### src/rtl/periph_bus_ctrl.sv
// periph_bus_ctrl: registered peripheral decoder for the MIPS data bus.
// Decodes a peripheral ID from addresses with bit 31 set. Runs a
// ready/wait handshake with the selected peripheral and stalls the CPU
// until the access completes. Unmapped IDs and peripherals that never
// answer end in a one-cycle bus error instead of a hung core.
//
// Handshake: while in ACCESS, ce_out[idx] is held high. The access
// completes on the first rising edge where ready_in[idx] is high;
// ready_in bits of other peripherals are ignored.
module periph_bus_ctrl #(
    parameter int                    NUM_PERIPH     = 4,
    parameter logic [NUM_PERIPH*4-1:0] PERIPH_IDS   = {4'h3, 4'h2, 4'h1, 4'h0},
    parameter int                    TIMEOUT_CYCLES = 255,
    parameter logic [31:0]           ERR_DATA       = 32'hDEAD_BEEF
) (
    input  logic                       clock,
    input  logic                       reset,
    input  logic [31:0]                address,
    input  logic                       rw,
    input  logic                       ce,
    input  logic [31:0]                data_from_mips,
    input  logic [NUM_PERIPH*32-1:0]   data_from_periph,
    input  logic [NUM_PERIPH-1:0]      ready_in,
    output logic [15:0]                ce_out,
    output logic [15:0]                rw_out,
    output logic [3:0]                 address_reg,
    output logic [31:0]                data_to_periph,
    output logic [31:0]                data_to_mips,
    output logic                       stall,
    output logic                       bus_error
);

    typedef enum logic [1:0] {
        IDLE   = 2'd0,
        ACCESS = 2'd1,
        DONE   = 2'd2
    } state_t;

    localparam logic [15:0] TIMEOUT_LAST = 16'(TIMEOUT_CYCLES - 1);

    state_t      state;
    logic [3:0]  idx;
    logic        rw_l;
    logic [15:0] cnt;

    logic        req;
    logic        hit;
    logic [3:0]  hit_idx;
    logic        sel_ready;
    logic [31:0] sel_data;

    assign req = ce & address[31];

    // CPU is held during the request cycle and for the whole access.
    assign stall = ((state == IDLE) && req) || (state == ACCESS);

    // ID decode; scanning downwards lets the lowest matching index win.
    always_comb begin
        hit     = 1'b0;
        hit_idx = 4'd0;
        for (int i = NUM_PERIPH - 1; i >= 0; i--) begin
            if (address[11:8] == PERIPH_IDS[4*i +: 4]) begin
                hit     = 1'b1;
                hit_idx = 4'(i);
            end
        end
    end

    // Select ready and read data of the latched peripheral only.
    always_comb begin
        sel_ready = 1'b0;
        sel_data  = 32'd0;
        for (int i = 0; i < NUM_PERIPH; i++) begin
            if (idx == 4'(i)) begin
                sel_ready = ready_in[i];
                sel_data  = data_from_periph[32*i +: 32];
            end
        end
    end

    // Access FSM with registered bus strobes and CPU-side results.
    always_ff @(posedge clock) begin
        if (reset) begin
            state          <= IDLE;
            idx            <= 4'd0;
            rw_l           <= 1'b0;
            cnt            <= 16'd0;
            ce_out         <= 16'd0;
            rw_out         <= 16'd0;
            address_reg    <= 4'd0;
            data_to_periph <= 32'd0;
            data_to_mips   <= 32'd0;
            bus_error      <= 1'b0;
        end else begin
            case (state)
                IDLE: begin
                    data_to_mips <= 32'd0;
                    bus_error    <= 1'b0;
                    if (req) begin
                        if (hit) begin
                            idx            <= hit_idx;
                            rw_l           <= rw;
                            cnt            <= 16'd0;
                            ce_out         <= 16'd1 << hit_idx;
                            rw_out         <= rw ? (16'd1 << hit_idx) : 16'd0;
                            address_reg    <= address[7:4];
                            data_to_periph <= data_from_mips;
                            state          <= ACCESS;
                        end else begin
                            data_to_mips <= ERR_DATA;
                            bus_error    <= 1'b1;
                            state        <= DONE;
                        end
                    end
                end
                ACCESS: begin
                    // Ready is tested first so it beats a same-cycle timeout.
                    if (sel_ready || (cnt == TIMEOUT_LAST)) begin
                        ce_out         <= 16'd0;
                        rw_out         <= 16'd0;
                        address_reg    <= 4'd0;
                        data_to_periph <= 32'd0;
                        state          <= DONE;
                        if (sel_ready) begin
                            data_to_mips <= rw_l ? 32'd0 : sel_data;
                            bus_error    <= 1'b0;
                        end else begin
                            data_to_mips <= ERR_DATA;
                            bus_error    <= 1'b1;
                        end
                    end else if (cnt != 16'hFFFF) begin
                        cnt <= cnt + 16'd1;
                    end
                end
                DONE: begin
                    // A request seen here is not a new access.
                    data_to_mips <= 32'd0;
                    bus_error    <= 1'b0;
                    state        <= IDLE;
                end
                default: begin
                    state <= IDLE;
                end
            endcase
        end
    end

endmodule

### config.mk
export PLATFORM = sky130hd
export DESIGN_NAME = periph_bus_ctrl
export DESIGN_NICKNAME = d
export VERILOG_FILES = /design/src/rtl/periph_bus_ctrl.sv
export SDC_FILE = /design/constraint.sdc
export NUM_CORES = 1
export LEC_CHECK = 0
export BUFFER_PORTS_ARGS = -buffer_cell sky130_fd_sc_hd__buf_2
export CORE_ASPECT_RATIO = 0.6
export CORE_MARGIN = 5
export CORE_UTILIZATION = 37
export DETAILED_ROUTE_END_ITERATION = 7
export HOLD_SLACK_MARGIN = 0.15
export PLACE_DENSITY = 0.81
export SYNTH_ARGS = -nofsm -noshare
export SYNTH_HDL_FRONTEND = slang
export SYNTH_SLANG_ARGS = --single-unit
### constraint.sdc
create_clock -name clock -period 3.3 [get_ports clock]
set_clock_uncertainty 0.05 [all_clocks]
set_input_delay 0.165 -clock clock [delete_from_list [all_inputs] [get_ports clock]]
set_output_delay 0.165 -clock clock [all_outputs]
set_load 0.005 [all_outputs]
==> results.toml <==
[status]
status = "completed"

[detailed_routing]
drt_iter0_drc = 267
finalWirelength_um = 15700
vias_per_cell = 5.16
via_count = 4966
drc = 0
ant_nets = 0
routedWlPerCell_um = 16.4
dr.pass1.iters = 5

[cts]
cts_buffers = 9
clkTransAtPathRegs_ps = 80
cts_resized = 0
clk_latency_ps = 340
htree_num_levels = 3
root_buffer = "clkbuf_16"
cts.path.max_buffers = 2
cts_tree = "done"
cts_num_sinks = 98
post-cts-setup-buffers = 0

[hold_path]
hold_path.class = "in2reg"

[logic_synthesis]
netlist_area_sq_um = 4790
ys.flop_type = "dfxtp_1"
netlist_instances = 512
ys_seq_area_share_pct = 40.9
yosysWarnings = 0
syn_avg_cell_area_sq_um = 9.36
ys_ff_latch = 98
synthArstFlopShare_pct = 0
synth_edf_count = 0
synth_cell_types = 41

[finish]
final_nets = 992
final_cell_mix = "buf_2 (254), dfxtp_1 (97), nor2_1 (73), a21oi_1 (50), dlygate4sd3_1 (40)"
synthToLayoutAreaGrowth_pct = 42.5
drive_gt1_share_pct = 40.2
top_regs = "data_to_mips: 32 flops, data_to_periph: 32 flops, cnt: 16 flops"
final_common_cell = "buf_2"

[timing]
setup_viol = 0
slew_headroom_pct = 20.9
max_freq_ghz = 0.372
tightest_slew_ps = 1180
fin_crit_sh_pct = 81.5
tns_ps = 0
fin_crit_ps = 2690
final-max-slew-violation-count = 0
rsz0062_at_grt = "false"
hold_viol = 0

[setup_path]
crit_required_ps = 3460
crit_fanout = 44
start_kind = "register"
path_class = "reg2reg"
endpoint_kind = "register"
crit_arrival_ps = 2850

[power]
p_int_w = 0.00196
comb_power_share_pct = 14.6
power_frac_seq_pct = 46.1
p_sw_w = 0.000705
total_power_w = 0.00267
leakage_nw = 3.00
power.density_nw_per_um2 = 390
irDropWorstVdd_v = 0.000306
p_sw_share_pct = 26.5
pwr-share-clk_pct = 39.3

[die]
coreArea_sq_um = 12800
die_x_um = 157
fp.dieH_um = 98.2
rows = 32
io_pins = 302
start_util_pct = 37.5
die_area_sq_um = 15400

[grt]
track_usage_pct = 20.0
antenna_found_initial = 1
grt_pass1_vias = 4842
grt_overflow = 0
grt_pass1_wl_um = 25000
grt_max_degree = 61

[place]
hpwlAfterDp_um = 11600
io_buffers = 254
routabilityCongestion = 0.839

[flow_run]
cap_violations = 0
## path summary, 6_finish.rpt
| path | slack [ps] | cells after the start | endpoint | from |
|---|---|---|---|---|
| setup / recovery | 610 | 5 | ce_out[2] | idx[0] |
| hold / removal | 190 | 4 | state[0] | address[10] |
| setup reg to reg | 610 | 5 | ce_out[2] | idx[0] |
| hold reg to reg | 400 | 2 | data_to_mips[29] | data_to_mips[29] |
## logic make-up after synthesis
kind of cell	synth area share, %
and+or+nand+nor	15.4
AOI/OAI and AO/OA	18.1
DFF	40.9
buffers and inverters	7.41
muxes	16.8
adders and majority gates	1.30
other	0.0782
## final cells by class
type	instances	area [sq um]
Clock inverter	7	77.6
Clock buffer	9	225
Antenna cell	1	2.50
Inverter	9	33.8
Multi-Input combinational cell	367	2580
Timing Repair Buffer	302	1730
Fill cell	1140	5940
Sequential cell	98	1960
Tap cell	170	213
## timing repair
action | 4_1_cts | 5_1_grt
hold buffers | 40 | 0
hold endpoints to repair | 43 | 0
endpoints found under the setup margin | 0 | 0
## metal layers
| layer | wire, um | vias up | global-route usage, % |
|---|---|---|---|
| met3 | 900 | 24 | 4.61 |
| met4 | 321 | 0 | 5.53 |
| met2 | 8080 | 174 | 34.9 |
| met5 | 0 | - | 0 |
| li1 | - | 2406 | - |
| met1 | 6450 | 2362 | 24.7 |
## power groups by stage
stage	Clock, W	Sequential (W)	Combinational, W
after global placement	0	0.00126	0.000343
after detailed placement	0	0.00126	0.000349
after floorplan	0	0.00126	0.000191
final	0.00105	0.00123	0.000388
after CTS	0.00109	0.00123	0.000386
after global routing	0.00113	0.00123	0.000429
## synth_stat cells, types with 2 or more instances
cell type  instances  area share (%)
dfxtp_1           98              41
nor2_1            74             5.8
a21oi_1           51             5.3
a22oi_1           37             5.8
mux4_2            33              16
clkbuf_1          31             2.4
nand2_1           28             2.2
o21ai_0           25             2.6
buf_4             24             3.8
nand3_1           19             2.0
or4_1             10             1.6
inv_1              8            0.63
o31ai_1            7             1.1
mux2i_1            6             1.3
o21ai_1            6            0.63
ha_1               5             1.3
nand4_1            5            0.65
and4_1             4            0.73
buf_1              4            0.31
nor3_1             4            0.42
o211ai_1           4            0.63
nor4bb_1           3            0.63
or3_1              3            0.39
a32oi_1            2            0.37
and3_1             2            0.26
buf_2              2            0.21
nor4_1             2            0.26
o31a_1             2            0.37
## stage by stage
stage | worst slack, ps | instances | util (%) | hold WS (ps) | cell area (sq um)
after floorplan | 839 | 535 | - | 262 | 4880
after global placement | 691 | 906 | 48.0 | 361 | 6130
after detailed placement | 655 | 906 | 48.0 | 370 | 6130
after CTS | 633 | 962 | 53.5 | 169 | 6830
after global routing | 450 | 963 | 53.5 | 197 | 6830
final | 611 | 963 | 53.5 | 191 | 6830
## worst max-delay path: stages, from the launching register on
cell and delay (ps):
dfxtp_2 340, mux4_2 550, a41o_1 330, o21ai_4 930, mux2i_1 290, nor2_1 50
Power figures use the tool's default switching activity.
